$ cat config.mk
export PLATFORM = sky130hd
export DESIGN_NAME = scalar_writeback_queue_flat
export DESIGN_NICKNAME = d
export VERILOG_FILES = /design/src/rtl/scalar_writeback_queue_if.sv /design/src/rtl/scalar_writeback_queue.sv /design/src/flat_wrapper.sv
export SDC_FILE = /design/constraint.sdc
export NUM_CORES = 1
export LEC_CHECK = 0
export BUFFER_PORTS_ARGS = -buffer_cell sky130_fd_sc_hd__buf_4
export CORE_MARGIN = 2
export CORE_UTILIZATION = 60
export CTS_BUF_LIST = sky130_fd_sc_hd__clkbuf_2
export DETAILED_ROUTE_END_ITERATION = 16
export GPL_TIMING_DRIVEN = 1
export MAX_ROUTING_LAYER = met4
export PLACE_DENSITY = 0.82
export SLEW_MARGIN = 10
export SYNTH_ARGS = -nofsm -noshare
export SYNTH_HDL_FRONTEND = slang
export SYNTH_SLANG_ARGS = --single-unit
$ cat constraint.sdc
create_clock -name clk -period 7.5 [get_ports clk]
set_input_delay 0.375 -clock clk [delete_from_list [all_inputs] [get_ports clk]]
set_output_delay 0.375 -clock clk [all_outputs]
set_load 0.05 [all_outputs]
$ cat src/rtl/scalar_writeback_queue_if.sv
// Handshake, drain and hazard-lookup signals of the scalar writeback queue.
// The producer/testbench side uses master; the queue itself uses slave.
interface scalar_writeback_queue_if #(
   parameter int N = 32
);
   // valid/ready: a result transfers on a rising edge where valid && ready are
   // both high; the producer holds valid, addr and data stable until then.
   logic         ld_valid;
   logic [4:0]   ld_addr;
   logic [N-1:0] ld_data;
   logic         ld_ready;
   logic         alu_valid;
   logic [4:0]   alu_addr;
   logic [N-1:0] alu_data;
   logic         alu_ready;
   logic         wb_stall;
   logic [4:0]   q_addr;
   logic         q_hit;
   logic [N-1:0] q_data;
   logic [4:0]   WA3W;
   logic [N-1:0] ResultW;
   logic         RegWriteW;

   modport slave (
      input  ld_valid, ld_addr, ld_data, alu_valid, alu_addr, alu_data,
      input  wb_stall, q_addr,
      output ld_ready, alu_ready, q_hit, q_data, WA3W, ResultW, RegWriteW
   );

   modport master (
      output ld_valid, ld_addr, ld_data, alu_valid, alu_addr, alu_data,
      output wb_stall, q_addr,
      input  ld_ready, alu_ready, q_hit, q_data, WA3W, ResultW, RegWriteW
   );
endinterface

$ cat src/rtl/scalar_writeback_queue.sv
// Circular FIFO between the load unit / ALU and the scalar register-file write
// port; drops writes the register file must not see and offers a pending-write lookup.
module scalar_writeback_queue #(
   parameter int N     = 32,
   parameter int DEPTH = 4
) (
   input logic                clk,
   input logic                rst,
   scalar_writeback_queue_if.slave bus
);
   localparam int PW = $clog2(DEPTH);
   localparam int CW = PW + 1;
   localparam logic [CW-1:0] DEPTH_C = CW'(DEPTH);

   logic [3:0]    addr_mem [DEPTH];
   logic [N-1:0]  data_mem [DEPTH];
   logic [PW-1:0] rd_ptr;
   logic [PW-1:0] wr_ptr;
   logic [CW-1:0] count;

   logic          ld_push;
   logic          alu_push;
   logic          pop;
   logic [PW-1:0] alu_slot;

   // Vector registers, the zero register and the pc never reach this file.
   function automatic logic keep_addr(input logic [4:0] a);
      return !a[4] && (a[3:0] != 4'd0) && (a[3:0] != 4'd15);
   endfunction

   // Readies look only at the registered count, so a full queue stalls
   // producers even in a cycle where it drains.
   assign bus.ld_ready  = !rst && (count < DEPTH_C);
   assign bus.alu_ready = !rst && ((count + CW'(bus.ld_valid)) < DEPTH_C);

   assign ld_push  = bus.ld_valid  && bus.ld_ready  && keep_addr(bus.ld_addr);
   assign alu_push = bus.alu_valid && bus.alu_ready && keep_addr(bus.alu_addr);
   assign pop      = (count != '0) && !bus.wb_stall;
   assign alu_slot = wr_ptr + PW'(ld_push);

   always_ff @(posedge clk) begin
      if (rst) begin
         rd_ptr <= '0;
         wr_ptr <= '0;
         count  <= '0;
      end else begin
         if (pop) rd_ptr <= rd_ptr + PW'(1);
         wr_ptr <= wr_ptr + PW'(ld_push) + PW'(alu_push);
         count  <= count + CW'(ld_push) + CW'(alu_push) - CW'(pop);
      end
   end

   // The load is older than a same-cycle ALU result, so it takes the lower slot.
   always_ff @(posedge clk) begin
      if (ld_push) begin
         addr_mem[wr_ptr] <= bus.ld_addr[3:0];
         data_mem[wr_ptr] <= bus.ld_data;
      end
      if (alu_push) begin
         addr_mem[alu_slot] <= bus.alu_addr[3:0];
         data_mem[alu_slot] <= bus.alu_data;
      end
   end

   assign bus.RegWriteW = pop;
   assign bus.WA3W      = pop ? {1'b0, addr_mem[rd_ptr]} : 5'd0;
   assign bus.ResultW   = pop ? data_mem[rd_ptr] : '0;

   // Scan oldest to youngest so the last match seen is the youngest pending write.
   always_comb begin
      logic [PW-1:0] idx;
      logic          hit;
      logic [N-1:0]  hit_data;
      idx      = '0;
      hit      = 1'b0;
      hit_data = '0;
      if (keep_addr(bus.q_addr)) begin
         for (int i = 0; i < DEPTH; i++) begin
            idx = rd_ptr + PW'(i);
            if ((CW'(i) < count) && (addr_mem[idx] == bus.q_addr[3:0])) begin
               hit      = 1'b1;
               hit_data = data_mem[idx];
            end
         end
      end
      bus.q_hit  = hit;
      bus.q_data = hit_data;
   end
endmodule
$ cat src/flat_wrapper.sv
// flat-port wrapper written by rule: the top's interface ports become plain ports
module scalar_writeback_queue_flat 
#(
   parameter int N     = 32,
   parameter int DEPTH = 4
)
  (clk, rst, bus_ld_valid, bus_ld_addr, bus_ld_data, bus_alu_valid, bus_alu_addr, bus_alu_data, bus_wb_stall, bus_q_addr, bus_ld_ready, bus_alu_ready, bus_q_hit, bus_q_data, bus_WA3W, bus_ResultW, bus_RegWriteW);
  scalar_writeback_queue_if #(.N(N)) bus_i ();
  input logic clk;
  input logic rst;
  input wire logic [$bits(bus_i.ld_valid)-1:0] bus_ld_valid;
  input wire logic [$bits(bus_i.ld_addr)-1:0] bus_ld_addr;
  input wire logic [$bits(bus_i.ld_data)-1:0] bus_ld_data;
  input wire logic [$bits(bus_i.alu_valid)-1:0] bus_alu_valid;
  input wire logic [$bits(bus_i.alu_addr)-1:0] bus_alu_addr;
  input wire logic [$bits(bus_i.alu_data)-1:0] bus_alu_data;
  input wire logic [$bits(bus_i.wb_stall)-1:0] bus_wb_stall;
  input wire logic [$bits(bus_i.q_addr)-1:0] bus_q_addr;
  output wire logic [$bits(bus_i.ld_ready)-1:0] bus_ld_ready;
  output wire logic [$bits(bus_i.alu_ready)-1:0] bus_alu_ready;
  output wire logic [$bits(bus_i.q_hit)-1:0] bus_q_hit;
  output wire logic [$bits(bus_i.q_data)-1:0] bus_q_data;
  output wire logic [$bits(bus_i.WA3W)-1:0] bus_WA3W;
  output wire logic [$bits(bus_i.ResultW)-1:0] bus_ResultW;
  output wire logic [$bits(bus_i.RegWriteW)-1:0] bus_RegWriteW;
  assign bus_i.ld_valid = bus_ld_valid;
  assign bus_i.ld_addr = bus_ld_addr;
  assign bus_i.ld_data = bus_ld_data;
  assign bus_i.alu_valid = bus_alu_valid;
  assign bus_i.alu_addr = bus_alu_addr;
  assign bus_i.alu_data = bus_alu_data;
  assign bus_i.wb_stall = bus_wb_stall;
  assign bus_i.q_addr = bus_q_addr;
  assign bus_ld_ready = bus_i.ld_ready;
  assign bus_alu_ready = bus_i.alu_ready;
  assign bus_q_hit = bus_i.q_hit;
  assign bus_q_data = bus_i.q_data;
  assign bus_WA3W = bus_i.WA3W;
  assign bus_ResultW = bus_i.ResultW;
  assign bus_RegWriteW = bus_i.RegWriteW;
  scalar_writeback_queue #(.N(N), .DEPTH(DEPTH)) u_core (.clk(clk), .rst(rst), .bus(bus_i));
endmodule
==> flow_summary.json <==
{
  "worstHoldPathCells": 5,
  "clockPowerShare_pct": 14.0,
  "critPathCapture": "bus_q_data[25]",
  "worst_pin_slew_ns": 1.24,
  "syn_inst": 1048,
  "fin_skew_ns": 0.0270,
  "internal_power_mw": 2.12,
  "synthFlopType": "edfxtp_1",
  "grt_pass1_wl_um": 58200,
  "end_kind": "primary output",
  "antenna_found_initial": 2,
  "critical_path.max_stage_delay_ns": 0.83,
  "synth.area.mux_share_pct": 36.9,
  "path_class": "register to primary output",
  "numCtsBuffers": 17,
  "fillCellCount": 1453,
  "finalHoldViolCount": 0,
  "drv_cap": 0,
  "synth-async-reset-ratio_pct": 0,
  "clockRootBuffer": "clkbuf_2",
  "port_buffers": 155,
  "yosysTopAreaCellShare_pct": 32.9,
  "initialDrtViolationCount": 1119,
  "dp_cells": 1393,
  "fp.dieH_um": 152,
  "grt_max_degree": 76,
  "drc": 0,
  "initial_core_util_pct": 60.6,
  "period_needed_ns": 5.53,
  "yosys.area.top_type": "edfxtp_1",
  "worst_path_max_delay_cell": "and2_2",
  "postCtsSetupRepairBufs": 0,
  "p_leak_nw": 5.44,
  "postPlaceCellArea_sq_um": 14300,
  "syn_to_final_growth_pct": 19.3,
  "fin_crit_sh_pct": 73.7,
  "drive_gt1_share_pct": 43.3,
  "num_vias": 10600,
  "synth_area_per_cell_sq_um": 12.5,
  "reg2reg_slack_ns": 3.93,
  "yosys_warnings": 0,
  "drtPass1Iterations": 5,
  "h-tree-depth": 4,
  "grt_overflow": 0,
  "crit_chain": "buf_4 > mux4_2 > xnor2_1 > nand3_2 > and2_2 > a221oi_1 > buf_4",
  "nets": 1331,
  "synth_compound_area_share_pct": 14.3,
  "synth_seq_cells": 153,
  "gp_congestion": 0.825,
  "rsz0062_at_grt": "no",
  "yosys.area_share.simple_pct": 4.84,
  "synth_xor_area_share_pct": 1.60,
  "die_area_sq_um": 23100,
  "num_io_pins": 157,
  "r2r_start": "u_core.count[2]$_SDFF_PP0_",
  "multi_input_area_sq_um": 7760,
  "syn_nets": 1139,
  "seq_area_frac_synth_pct": 34.3,
  "r2r-end": "u_core.data_mem[2][19]$_DFFE_PP_",
  "num_rows": 54,
  "synth.area.top_cells": "edfxtp_1 (33%), mux4_2 (23%), mux2_2 (11%)",
  "max-slew-margin-rel_pct": 17.3,
  "worst-path-max-fanout": 59,
  "viasPerCell": 6.90,
  "routed_wl_um": 37200,
  "worstSkewPairLatency_ns": 0.77,
  "cts_tree": "done",
  "antenna_left": 0,
  "arrival_ns": 5.15,
  "startpoint": "u_core.rd_ptr[1]$_SDFFE_PP0N_",
  "synth_top_family_by_area": "multiplexers",
  "seqPwrFrac_pct": 29.3,
  "wl_per_cell_um": 24.2,
  "cts_sinks": 153,
  "dpl.hpwl_um": 22300,
  "required_ns": 7.12,
  "synth_edf_count": 144,
  "cts_hold_buf": 108,
  "final_cell_area_sq_um": 15700,
  "fin_setup_tns_ns": 0,
  "slew_viol_final": 0,
  "setup_violations": 0,
  "netSwitchingFraction_pct": 44.0,
  "p_per_area_nw_per_um2": 242,
  "finalNonFillerCells": 1536,
  "hp-start": "bus_alu_addr[4]",
  "combPwrFrac_pct": 56.8,
  "seqCellArea_sq_um": 4510,
  "utilization_pct": 72.4,
  "synth_fa_ha_area_share_pct": 0.780,
  "ir_drop_uv": 161,
  "fmaxAchievable_mhz": 181,
  "p_sw_mw": 1.67,
  "fp.dieW_um": 152,
  "cp-start-kind": "register",
  "status": "finished, final reports clean",
  "clkTransAtPathRegs_ns": 0.21,
  "ctsLongestPathBuffers": 2,
  "grtUsageTotal_pct": 32.9,
  "post_cts_resize_count": 0,
  "core_sq_um": 21700,
  "hp-class": "primary input to register",
  "crit_top_cell": "buf_4",
  "synth_area_sq_um": 13100,
  "power.total_mw": 3.79,
  "rr_worst_depth": 8,
  "ys_types": 58,
  "grt_pass1_vias": 10700
}
-- cell type report --
cell class | instances | area share [%]
diodes | 3 | 0.0478
clock buffers | 19 | 0.606
clock inverters | 13 | 1.13
inverters | 102 | 2.44
multi-input cells | 682 | 49.5
flip-flops and latches | 153 | 28.8
well taps | 280 | 2.23
repair buffers | 284 | 15.3
-- synthesized netlist by cell type, drive strengths merged, types with 4 or more instances --
| cell type | n |
|---|---|
| o21ai | 67 |
| ha | 5 |
| mux4 | 134 |
| dfxtp | 9 |
| a211oi | 33 |
| mux2i | 17 |
| o22ai | 32 |
| nor2b | 36 |
| xor2 | 8 |
| xnor2 | 16 |
| o211ai | 64 |
| inv | 102 |
| buf | 71 |
| mux2 | 146 |
| clkbuf | 40 |
| nand3 | 6 |
| nand2 | 4 |
| a221oi | 32 |
| and2 | 5 |
| edfxtp | 144 |
| nor3 | 7 |
| nor2 | 44 |
-- power groups by stage --
stage / Sequential, mW / Combinational [mW] / Clock [mW]
3_5_place_dp: 1.13 / 2.08 / 0
6_report: 1.11 / 2.15 / 0.530
5_1_grt: 1.12 / 2.29 / 0.555
4_1_cts: 1.11 / 2.13 / 0.530
3_3_place_gp: 1.12 / 2.03 / 0
2_1_floorplan: 1.03 / 1.70 / 0
-- critical path: cells and delay by family, from the launching register on --
kind | cells | cell delay (ns)
AND/OR/NAND/NOR | 2 | 1.53
XOR/XNOR | 1 | 0.20
buffers and inverters | 2 | 1.00
multiplexers | 1 | 0.61
flip-flops | 1 | 0.54
AO/OA/AOI/OAI | 1 | 0.50
-- cells by family after synthesis --
logic type / after synthesis
AOI/OAI and AO/OA: 237
xor gates and xnor gates: 24
adders and majority gates: 7
buffers and inverters: 213
DFF: 153
muxes: 297
other: 1
and+or+nand+nor: 116
-- layer usage --
| metal | part of all wire [%] | GRT usage, % |
|---|---|---|
| met3 | 9.9 | 5.25 |
| met5 | 0 | - |
| met1 | 36 | 41.1 |
| met4 | 3.0 | 12.9 |
| met2 | 51 | 54.4 |
-- metrics by stage --
step / hold slack (ns) / setup slack [ns]
after detailed placement: 0.659 / 2.81
after floorplan: 0.576 / 2.64
final: 0.367 / 1.97
after global placement: 0.652 / 2.92
after CTS: 0.315 / 1.90
after global routing: 0.368 / 1.73
-- worst min path at each step --
stage / end
after global routing: u_core.wr_ptr[0]$_SDFF_PP0_
after detailed placement: u_core.rd_ptr[0]$_SDFFE_PP0N_
after global placement: u_core.rd_ptr[0]$_SDFFE_PP0N_
after floorplan: u_core.addr_mem[2][0]$_DFFE_PP_
after CTS: u_core.wr_ptr[0]$_SDFF_PP0_
final: u_core.wr_ptr[0]$_SDFF_PP0_
-- state kept, by name, indices dropped and copies added, names as in the netlist, named ones only --
register / cells
u_core.rd_ptr: 2
u_core.count: 3
u_core.addr_mem: 16
u_core.data_mem: 128
u_core.wr_ptr: 2
-- cells in the final DEF, fill, tap and decap left out, types with 13 or more instances in the layout --
cell,count
buf_4,176
edfxtp_1,144
mux2_2,133
mux4_2,133
dlygate4sd3_1,108
inv_1,102
o21ai_0,65
o211ai_1,64
nor2_1,43
nor2b_1,35
o22ai_1,22
a211oi_1,21
a221oi_2,21
clkbuf_2,19
mux2i_1,16
mux2_1,13
Power figures use the tool's default switching activity.
